### src/rtl/fetch_unit.sv
`default_nettype none
`timescale 1ns/1ps
// ============================================================================
// Module      : fetch_unit
// Description : MIPS instruction fetch stage. Holds the PC, fetches words
//               from instruction memory over a req/ack handshake and hands
//               them to decode over a valid/ready handshake. Taken branches
//               and jumps redirect the PC.
// Ports       : clk, reset            - clock, async active-high reset
//               imem_req/addr/ack/data - instruction memory handshake
//               instr/instr_pc4/instr_valid/instr_ready - decode handshake
//               branch_taken/branch_pc4/branch_imm/jump/jump_index - redirect
//               fetch_count            - completed decode handshakes
// Revision    : 1.0 - initial release
// ============================================================================
module fetch_unit #(
    parameter logic [31:0] RESET_PC = 32'h0000_0000
) (
    input  logic        clk,
    input  logic        reset,
    output logic        imem_req,
    output logic [31:0] imem_addr,
    input  logic        imem_ack,
    input  logic [31:0] imem_data,
    output logic [31:0] instr,
    output logic [31:0] instr_pc4,
    output logic        instr_valid,
    input  logic        instr_ready,
    input  logic        branch_taken,
    input  logic [31:0] branch_pc4,
    input  logic [31:0] branch_imm,
    input  logic        jump,
    input  logic [25:0] jump_index,
    output logic [31:0] fetch_count
);

    typedef enum logic [1:0] {
        ST_IDLE = 2'd0,
        ST_REQ  = 2'd1,
        ST_HOLD = 2'd2
    } state_t;

    state_t      r_state;
    logic [31:0] r_pc;
    logic [31:0] r_instr;
    logic [31:0] r_instr_pc4;
    logic        r_instr_valid;
    logic [31:0] r_fetch_count;

    logic        w_redirect;
    logic [31:0] w_target;
    logic [31:0] w_pc_plus4;

    // Redirects are ignored in IDLE; jump takes precedence over a branch.
    assign w_redirect = (jump | branch_taken) & (r_state != ST_IDLE);
    assign w_target   = jump ? {branch_pc4[31:28], jump_index, 2'b00}
                             : branch_pc4 + (branch_imm << 2);
    assign w_pc_plus4 = r_pc + 32'd4;

    always_ff @(posedge clk or posedge reset) begin
        if (reset) begin
            r_state       <= ST_IDLE;
            r_pc          <= RESET_PC;
            r_instr       <= 32'd0;
            r_instr_pc4   <= 32'd0;
            r_instr_valid <= 1'b0;
            r_fetch_count <= 32'd0;
        end else begin
            // A decode handshake counts even when a redirect wins the PC.
            if (r_instr_valid && instr_ready) begin
                r_fetch_count <= r_fetch_count + 32'd1;
            end

            case (r_state)
                ST_IDLE: begin
                    r_state <= ST_REQ;
                end
                ST_REQ: begin
                    if (w_redirect) begin
                        // Any word acked this cycle is dropped.
                        r_pc          <= w_target;
                        r_instr_valid <= 1'b0;
                        r_state       <= ST_REQ;
                    end else if (imem_ack) begin
                        r_instr       <= imem_data;
                        r_instr_pc4   <= w_pc_plus4;
                        r_instr_valid <= 1'b1;
                        r_state       <= ST_HOLD;
                    end
                end
                ST_HOLD: begin
                    if (w_redirect) begin
                        r_pc          <= w_target;
                        r_instr_valid <= 1'b0;
                        r_state       <= ST_REQ;
                    end else if (instr_ready) begin
                        r_pc          <= w_pc_plus4;
                        r_instr_valid <= 1'b0;
                        r_state       <= ST_REQ;
                    end
                end
                default: begin
                    r_state       <= ST_IDLE;
                    r_instr_valid <= 1'b0;
                end
            endcase
        end
    end

    assign imem_req    = (r_state == ST_REQ);
    assign imem_addr   = r_pc;
    assign instr       = r_instr;
    assign instr_pc4   = r_instr_pc4;
    assign instr_valid = r_instr_valid;
    assign fetch_count = r_fetch_count;

endmodule
`default_nettype wire
### config.mk
export PLATFORM = sky130hd
export DESIGN_NAME = fetch_unit
export DESIGN_NICKNAME = d
export VERILOG_FILES = /design/src/rtl/fetch_unit.sv
export SDC_FILE = /design/constraint.sdc
export NUM_CORES = 1
export LEC_CHECK = 0
export BUFFER_PORTS_ARGS = -buffer_cell sky130_fd_sc_hd__clkbuf_2
export CELL_PAD_IN_SITES_DETAIL_PLACEMENT = 0
export CELL_PAD_IN_SITES_GLOBAL_PLACEMENT = 1
export CORE_ASPECT_RATIO = 1.2
export CORE_UTILIZATION = 30
export CTS_BUF_LIST = sky130_fd_sc_hd__clkbuf_2 sky130_fd_sc_hd__clkbuf_4 sky130_fd_sc_hd__clkbuf_8
export CTS_CLUSTER_SIZE = 14
export DETAILED_ROUTE_END_ITERATION = 10
export PLACE_DENSITY = 0.67
export SETUP_SLACK_MARGIN = 0.3
export SYNTH_ARGS = -nofsm -noshare
export SYNTH_HDL_FRONTEND = slang
export SYNTH_SLANG_ARGS = --single-unit
### constraint.sdc
create_clock -name clk -period 6 [get_ports clk]
set_input_delay 1.2 -clock clk [delete_from_list [all_inputs] [get_ports clk]]
set_output_delay 1.2 -clock clk [all_outputs]
set_load 0.03 [all_outputs]
==> results of run 1 <==
[worst max-delay path: stages]
cell and delay, ps:
clkbuf_2 80, ha_1 230, fa_1 440, a211oi_1 420, o211ai_1 160, nand2_1 180
o21ai_0 200, a221oi_1 860, xnor2_1 160, o2bb2ai_1 170
[stage by stage]
| step | total power, uW | cells | instance area [sq um] | utilization | setup slack, ps |
|---|---|---|---|---|---|
| 6_report | 3090 | 1447 | 9910 | 0.379 | 2220 |
| 5_1_grt | 3280 | 1447 | 9910 | 0.379 | 2020 |
| 4_1_cts | 3130 | 1446 | 9910 | 0.378 | 2190 |
| 3_5_place_dp | 2450 | 1418 | 9580 | 0.366 | 1690 |
| 3_3_place_gp | 2430 | 1418 | 9580 | 0.366 | 1740 |
| 2_1_floorplan | 2030 | 866 | 7990 | - | 1300 |
[report_power, final]
group | internal (uW) | switching, uW | leakage, uW
combinational | 393 | 799 | 0.00291
sequential | 1060 | 158 | 0.00162
clock | 338 | 334 | 0.000177
[cells by family (layout without fill, tap and decap cells)]
group           after synthesis  count (layout)  synth area share
buf+inv                      64             309            0.0315
xor+xnor                     78              78            0.0855
mux                          43              43            0.0602
fa+ha+maj                    32              32            0.0511
flops                       131             131             0.410
compound gates              243             243             0.195
other cells                   0               1                 0
simple gates                275             275             0.167
[routing by layer]
layer  vias to the layer above  GRT usage
li1                       3624          -
met1                      3394      0.238
met3                        29     0.0371
met2                       216      0.297
met4                         0     0.0728
met5                         -          0
[cell usage in the layout (no fill, tap or decap), drive strengths merged, types with 5 or more instances in the layout]
master	netlist	routed
a211oi	13	13
a21o	15	15
a21oi	64	64
a221oi	8	8
and2	6	6
and3	17	17
buf	5	8
clkbuf	41	276
clkinv	0	5
dfrtp	131	131
ha	31	31
inv	18	18
mux2	40	40
nand2	100	100
nand3	35	35
nand4	19	19
nor2	52	52
nor3	15	15
nor4	5	5
o21a	7	7
o21ai	69	69
o21bai	10	10
o221ai	6	6
o22a	5	5
o22ai	8	8
o31ai	5	5
xnor2	50	50
xor2	28	28
[area by class of cell]
type	count	area (sq um)
timing repair buffer	263	1340
antenna	1	2.50
clock inverter	7	62.6
tap	335	419
fill	2725	16300
clock buffer	21	270
inverter	18	72.6
sequential	131	3280
multi-input combinational	671	4470
[state kept, by name, indices dropped and copies added (netlist names)]
| name | flops |
|---|---|
| instr_valid | 1 |
| instr_pc4 | 32 |
| fetch_count | 32 |
| r_state | 2 |
| instr | 32 |
| imem_addr | 32 |
[how the worst min path moves through the flow]
stage               depth (start not counted)  slack [ps]                           to
finish                                      1         470  fetch_count[31]$_DFFE_PP0P_
detailed placement                          1         460  fetch_count[31]$_DFFE_PP0P_
floorplan                                   1         490     imem_addr[0]$_DFFE_PP0P_
global route                                1         500  fetch_count[31]$_DFFE_PP0P_
CTS                                         1         480  fetch_count[31]$_DFFE_PP0P_
global placement                            1         460  fetch_count[31]$_DFFE_PP0P_
==> flow_metrics.py, run 1 <==
metrics = {
    "global_route": {
        "grt_pass1_vias": 6951,
        "grt_pass1_wl_um": 38600,
        "grt_use_total": 0.184,
        "antenna_found_initial": 1,
        "grt_max_degree": 83,
        "overflow": 0,
    },
    "yosys": {
        "synth_common_cells": "131 x dfrtp_1, 100 x nand2_1, 69 x o21ai_0, 64 x a21oi_1, 52 x nor2_1",
        "yosysUniqueCellTypes": 63,
        "synth.most_common_cell": "dfrtp_1",
        "synth_edf_count": 0,
        "yosysTopAreaCell": "dfrtp_1",
        "avgSynthCellArea_sq_um": 9.22,
        "synth_nets": 1026,
        "synth-seq-cells": 131,
        "syn_inst": 866,
        "synthTopCellsByArea": "dfrtp_1 41%, mux2_2 5.6%, xnor2_1 5.5%",
        "synth_top_area_frac": 0.410,
        "syn-cell-area_sq_um": 7990,
        "synth-async-reset-ratio": 1.00,
        "yosys_warnings": 0,
        "synth_flop_cell": "dfrtp_1",
        "yosysSeqAreaShare": 0.410,
    },
    "clocking": {
        "clock_path_buffers": 2,
        "cts_num_sinks": 131,
        "post_cts_buffers": 0,
        "cts-root-buf": "clkbuf_8",
        "cts_tree": "built",
        "cts_hold_buf": 0,
        "htree_num_levels": 4,
        "cts_buffers": 17,
        "path_clk_slew_ps": 70,
        "cts-resized-gates": 0,
        "clkLatencyLatePin_ps": 450,
    },
    "timing": {
        "whs_ps": 473,
        "hold_viol_final": 0,
        "tightest_slew_ps": 1030,
        "max_slew_margin": 0.308,
        "fin_setup_tns_ps": 0,
        "setup_violations": 0,
        "min_period_ps": 3780,
        "fin_crit_sh": 0.630,
        "rsz0062_at_grt": "false",
        "finClkSkew_ps": 10.8,
        "max_freq_mhz": 265,
        "slew_viol_final": 0,
    },
    "hold_path": {
        "hold_path_class": "reg2reg",
        "worstHoldStart": "fetch_count[31]$_DFFE_PP0P_",
    },
    "detailed_routing": {
        "viasPerCell": 5.02,
        "dr_wl_met2_um": 11700,
        "m1WireLength_um": 11000,
        "wl_um": 24500,
        "drt-initial-drc-count": 394,
        "wl_per_cell_um": 16.9,
        "wl_met3_um": 1290,
        "ant_nets": 0,
        "firstDrtPassIters": 7,
        "top_layer": "met4",
        "vias": 7263,
        "drc": 0,
    },
    "setup_path": {
        "cp-start-kind": "primary input",
        "timing.rr.end": "imem_addr[28]$_DFFE_PP0P_",
        "endpoint_kind": "flip-flop",
        "crit_path_max_fanout": 5,
        "crit_arrival_ps": 4110,
        "crit_start": "branch_pc4[2]",
        "critPathRequiredTime_ps": 6330,
        "path_class": "in2reg",
        "endpoint": "imem_addr[22]$_DFFE_PP0P_",
        "r2r_cells": 8,
        "r2r_setup_slack_ps": 2540,
        "worstReg2RegStart": "imem_addr[2]$_DFFE_PP0P_",
    },
    "floorplan": {
        "die_x_um": 151,
        "boundaryPins": 258,
        "rows": 65,
        "die-area_sq_um": 27300,
        "die_h_um": 181,
        "start_util": 0.305,
        "core_sq_um": 26200,
    },
    "finish": {
        "drive_above_1_share": 0.311,
        "nets": 1262,
        "synthToLayoutAreaGrowth_pct": 24.1,
    },
    "placed_design": {
        "gp_congestion": 0.811,
        "hpwl_um": 19100,
        "numPortBuffers": 255,
    },
    "power_and_ir_drop": {
        "p_leak_uw": 0.00471,
        "ir_worst_vdd_mv": 0.130,
        "power_density_nw_per_um2": 311,
    },
    "flow_run": {
        "maxCapViolCount": 0,
    },
    "run_status": {
        "outcome": "finished, final reports clean",
    },
}
Power figures use the tool's default switching activity.
==> run 2, diff against run 1 <==
PLACE_DENSITY = 0.7   (was 0.67)
clock period = 3.2 ns   (was 6 ns; I/O delays follow)
==> run 2 against run 1 <==
  * Register-to-register slack got worse by 2100 ps
  * Global-route usage increased by 0.34 points
  * Critical endpoint is now imem_addr[28]$_DFFE_PP0P_
  * Cell area increased by 5.1%
  * Largest cell class unchanged
  * Utilization increased by 1.9 points
  * Routed wire length increased by 1.3%
==> flow_metrics.py, run 2 (synthesized netlist as in run 1, its figures left out) <==
metrics = {
    "finish": {
        "drive_above_1_share": 0.342,
        "layout_common_cells": "255 x clkbuf_2, 124 x dfrtp_1, 100 x nand2_1",
        "fin_util": 0.398,
        "synthToLayoutAreaGrowth_pct": 30.5,
        "final_cell_area_sq_um": 10400,
        "final_common_cell": "clkbuf_2",
        "fill_cells": 2719,
        "nets": 1299,
        "finalNonFillerCells": 1488,
    },
    "global_route": {
        "grt_max_degree": 76,
        "grt_pass1_wl_um": 39200,
        "overflow": 0,
        "antenna_found_initial": 1,
        "grt_use_total": 0.187,
        "grt_pass1_vias": 7198,
    },
    "setup_path": {
        "r2r_setup_slack_ps": 460,
        "critPathRequiredTime_ps": 3600,
        "r2r_cells": 7,
        "crit_path_max_fanout": 3,
        "endpoint_kind": "flip-flop",
        "cp-start-kind": "primary input",
        "crit_arrival_ps": 3160,
        "path_class": "in2reg",
    },
    "timing": {
        "hold_viol_final": 0,
        "max_slew_margin": 0.590,
        "max_freq_mhz": 361,
        "setup_violations": 0,
        "finClkSkew_ps": 11.1,
        "tightest_slew_ps": 613,
        "min_period_ps": 2770,
        "slew_viol_final": 0,
        "whs_ps": 145,
        "fin_crit_sh": 0.865,
        "rsz0062_at_grt": "false",
    },
    "detailed_routing": {
        "wl_per_cell_um": 16.7,
        "viasPerCell": 4.97,
        "vias": 7398,
        "drc": 0,
        "firstDrtPassIters": 5,
        "drt-initial-drc-count": 312,
        "wl_um": 24800,
        "ant_nets": 0,
    },
    "power_and_ir_drop": {
        "ir_worst_vdd_mv": 0.278,
        "p_leak_uw": 0.00496,
        "power_uw": 6330,
        "power_density_nw_per_um2": 607,
    },
    "floorplan": {
        "rows": 65,
        "core_sq_um": 26200,
        "boundaryPins": 258,
        "start_util": 0.305,
        "die-area_sq_um": 27300,
        "die_x_um": 151,
        "die_h_um": 181,
    },
    "hold_path": {
        "hold_path_class": "in2async",
    },
    "clocking": {
        "path_clk_slew_ps": 90,
        "clock_path_buffers": 2,
        "cts-root-buf": "clkbuf_8",
        "cts_num_sinks": 131,
        "cts_hold_buf": 0,
        "htree_num_levels": 4,
        "cts_buffers": 17,
        "clkLatencyLatePin_ps": 460,
        "cts_tree": "built",
    },
    "placed_design": {
        "hpwl_um": 19500,
        "numPortBuffers": 255,
        "placedCellCount": 1451,
        "gp_congestion": 0.810,
        "dpl-instance-area_sq_um": 9890,
    },
    "run_status": {
        "outcome": "finished, final reports clean",
    },
    "flow_run": {
        "maxCapViolCount": 0,
    },
}
run 2: cell count changes in the layout (fill, tap and decap cells not counted), moves of 5 or more:
cell	change
buf_12	+5
buf_4	+32
bufinv_16	+5
dfrtp_1	-7
dfrtp_2	+7
run 2: routing by layer:
layer | GRT usage | wire [um]
met1 | 0.242 | 11300
met2 | 0.308 | 11800
met3 | 0.0348 | 1180
met4 | 0.0688 | 610
met5 | 0 | 0
run 2: final timing paths:
| kind | from | to |
|---|---|---|
| min in group clk | imem_data[10] | instr[10]$_DFFE_PP0P_ |
| hold / removal | reset | instr_pc4[11]$_DFFE_PP0P_ |
| max in group asynchronous | reset | instr_pc4[29]$_DFFE_PP0P_ |
| setup reg to reg | imem_addr[4]$_DFFE_PP0P_ | imem_addr[31]$_DFFE_PP0P_ |
| hold reg to reg | instr_pc4[4]$_DFFE_PP0P_ | instr_pc4[4]$_DFFE_PP0P_ |
| setup / recovery | branch_pc4[2] | imem_addr[28]$_DFFE_PP0P_ |
run 2: report_power, final:
part / internal (uW) / leakage [uW] / switching, uW / total (uW)
Clock: 1020 / 0.000242 / 680 / 1700
Combinational: 808 / 0.00311 / 1540 / 2350
Sequential: 2000 / 0.00161 / 279 / 2280
Total: 3830 / 0.00496 / 2500 / 6330
run 2: metrics by stage:
stage | setup WS, ps | TNS, ps
after floorplan | 317 | 0
after global placement | -5.83 | -5.83
after detailed placement | -2.18 | -2.18
after CTS | 306 | 0
after global routing | 305 | 0
final | 432 | 0
run 2: layout make-up:
class                           instances  area, sq um  share of cell area
Tap cell                              335          419              0.0402
Multi-Input combinational cell        671         4490               0.430
Clock buffer                           18          248              0.0238
Inverter                               18         71.3             0.00684
Antenna cell                            1         2.50            0.000240
Timing Repair Buffer                  300         1680               0.161
Sequential cell                       131         3290               0.315
Clock inverter                         14          234              0.0224
run 2: timing repair:
item,CTS,global route
gates resized for setup,0,8
setup endpoints to repair,0,2
buffers inserted,0,4
run 2: critical path, stage by stage:
cell      delay [ps]
clkbuf_2          80
ha_1             180
fa_1             200
a211oi_1          90
buf_4            150
o21ai_0          330
a211oi_1         130
a21oi_1          320
o221ai_1         180
buf_4            170
or4b_2           600
nand3_1           90
==> run 3, diff against run 2 <==
--- a/constraint.sdc
+++ b/constraint.sdc
@@ -3,2 +3,2 @@
 set_output_delay 0.64 -clock clk [all_outputs]
-set_load 0.03 [all_outputs]
+set_load 0.005 [all_outputs]
==> run 3 against run 2 <==
  * Count of clock-buffer cells in the layout unchanged
  * Via count increased by 0.36%
  * Routed wire length increased by 0.80%
  * Sequential cell count unchanged
  * Cell count increased by 0.20%
  * Critical path depth decreased by 5
  * Combinational power decreased by 30%
  * Sequential share of layout area increased by 0.22 points
  * Largest power group is now sequential cells
  * Global-route usage about the same
  * Clock skew about the same
  * Total power decreased by 14%
  * Critical path type is now reg2reg
  * First-iteration DRC count increased by 11%
==> flow_metrics.py, run 3 (synthesized netlist as in run 1, its figures left out) <==
metrics = {
    "clocking": {
        "cts_buffers": 17,
        "path_clk_slew_ps": 80,
        "cts_hold_buf": 0,
        "cts_num_sinks": 131,
        "clkLatencyLatePin_ps": 450,
        "cts_tree": "built",
        "clock_path_buffers": 2,
        "htree_num_levels": 4,
        "cts-root-buf": "clkbuf_8",
    },
    "finish": {
        "final_common_cell": "clkbuf_2",
        "layout_common_cells": "255 x clkbuf_2, 124 x dfrtp_1, 99 x nand2_1",
        "fin_util": 0.395,
        "drive_above_1_share": 0.345,
        "synthToLayoutAreaGrowth_pct": 29.6,
        "finalNonFillerCells": 1491,
        "nets": 1302,
    },
    "detailed_routing": {
        "wl_per_cell_um": 16.8,
        "ant_nets": 0,
        "vias": 7425,
        "firstDrtPassIters": 5,
        "viasPerCell": 4.98,
        "drc": 0,
        "drt-initial-drc-count": 346,
        "wl_um": 25000,
    },
    "timing": {
        "whs_ps": 266,
        "max_freq_mhz": 363,
        "fin_crit_sh": 0.862,
        "tightest_slew_ps": 749,
        "setup_violations": 0,
        "slew_viol_final": 0,
        "hold_viol_final": 0,
        "finClkSkew_ps": 11.5,
        "max_slew_margin": 0.501,
        "min_period_ps": 2760,
        "rsz0062_at_grt": "false",
        "fin_setup_tns_ps": 0,
    },
    "hold_path": {
        "hold_path_class": "in2async",
    },
    "power_and_ir_drop": {
        "p_leak_uw": 0.00494,
        "ir_worst_vdd_mv": 0.233,
        "power_density_nw_per_um2": 529,
    },
    "setup_path": {
        "critPathRequiredTime_ps": 3590,
        "crit_path_max_fanout": 6,
        "worstReg2RegStart": "imem_addr[5]$_DFFE_PP0P_",
        "path_class": "reg2reg",
        "crit_arrival_ps": 3150,
        "crit_start": "imem_addr[5]$_DFFE_PP0P_",
        "endpoint_kind": "flip-flop",
        "cp-start-kind": "flip-flop",
    },
    "placed_design": {
        "placedCellCount": 1456,
        "numPortBuffers": 255,
        "gp_congestion": 0.839,
        "hpwl_um": 19900,
    },
    "floorplan": {
        "die_x_um": 151,
        "core_sq_um": 26200,
        "die_h_um": 181,
        "rows": 65,
        "die-area_sq_um": 27300,
        "boundaryPins": 258,
        "start_util": 0.305,
    },
    "global_route": {
        "grt_pass1_wl_um": 39200,
        "antenna_found_initial": 1,
        "grt_max_degree": 72,
        "use_met3": 0.0381,
        "met1_usage": 0.241,
        "grt_use_total": 0.188,
        "grtUsageMet2": 0.309,
        "overflow": 0,
        "grt-busiest-layer": "met2",
        "grt_pass1_vias": 7210,
    },
    "flow_run": {
        "maxCapViolCount": 0,
    },
    "run_status": {
        "outcome": "finished, final reports clean",
    },
}
run 3: final cells by class:
type,count,area (sq um)
Inverter,18,71.3
Clock inverter,14,188
Multi-Input combinational cell,671,4480
Timing Repair Buffer,303,1660
Clock buffer,18,241
Sequential cell,131,3290
Antenna cell,1,2.50
Fill cell,2708,15800
Tap cell,335,419
run 3: worst paths after layout:
check,endpoint,slack [ps],cells past startpoint
worst max-delay path,imem_addr[31]$_DFFE_PP0P_,440,7
worst min-delay path,instr[18]$_DFFE_PP0P_,270,3
worst max register to register,imem_addr[31]$_DFFE_PP0P_,440,7
worst min register to register,fetch_count[31]$_DFFE_PP0P_,470,1
max in group asynchronous,fetch_count[0]$_DFFE_PP0P_,2250,3
min in group clk,instr[30]$_DFFE_PP0P_,410,2
run 3: routing by layer:
metal / routed length, um / vias to the layer above
met3: 1230 / 29
li1: - / 3703
met5: 0 / -
met1: 11200 / 3485
met2: 12100 / 208
met4: 522 / 0
run 3: critical path, cell delays in order (launching register included):
cell and delay [ps]:
dfrtp_2 440, nand4_2 130, or4_4 580, or4_2 750, xor2_2 200, a2111oi_2 360, mux2i_1 120, nand4_1 100
run 3: per-stage QoR:
step	area [sq um]	setup slack, ps	power (uW)
after floorplan	7990	317	3140
after global placement	9890	8.96	3940
after detailed placement	9890	17.9	3980
after CTS	10300	313	5540
after global routing	10400	302	5850
final	10400	441	5470
run 3: what timing repair did:
| item | in CTS | in global routing |
|---|---|---|
| setup buffers | 0 | 2 |
| endpoints found under the setup margin | 0 | 1 |
| resized for setup | 0 | 9 |
run 3: report_power, final:
part	leakage (uW)	internal, uW	switching (uW)
sequential	0.00161	2000	290
combinational	0.00311	789	858
clock	0.000220	854	685
total	0.00494	3640	1830
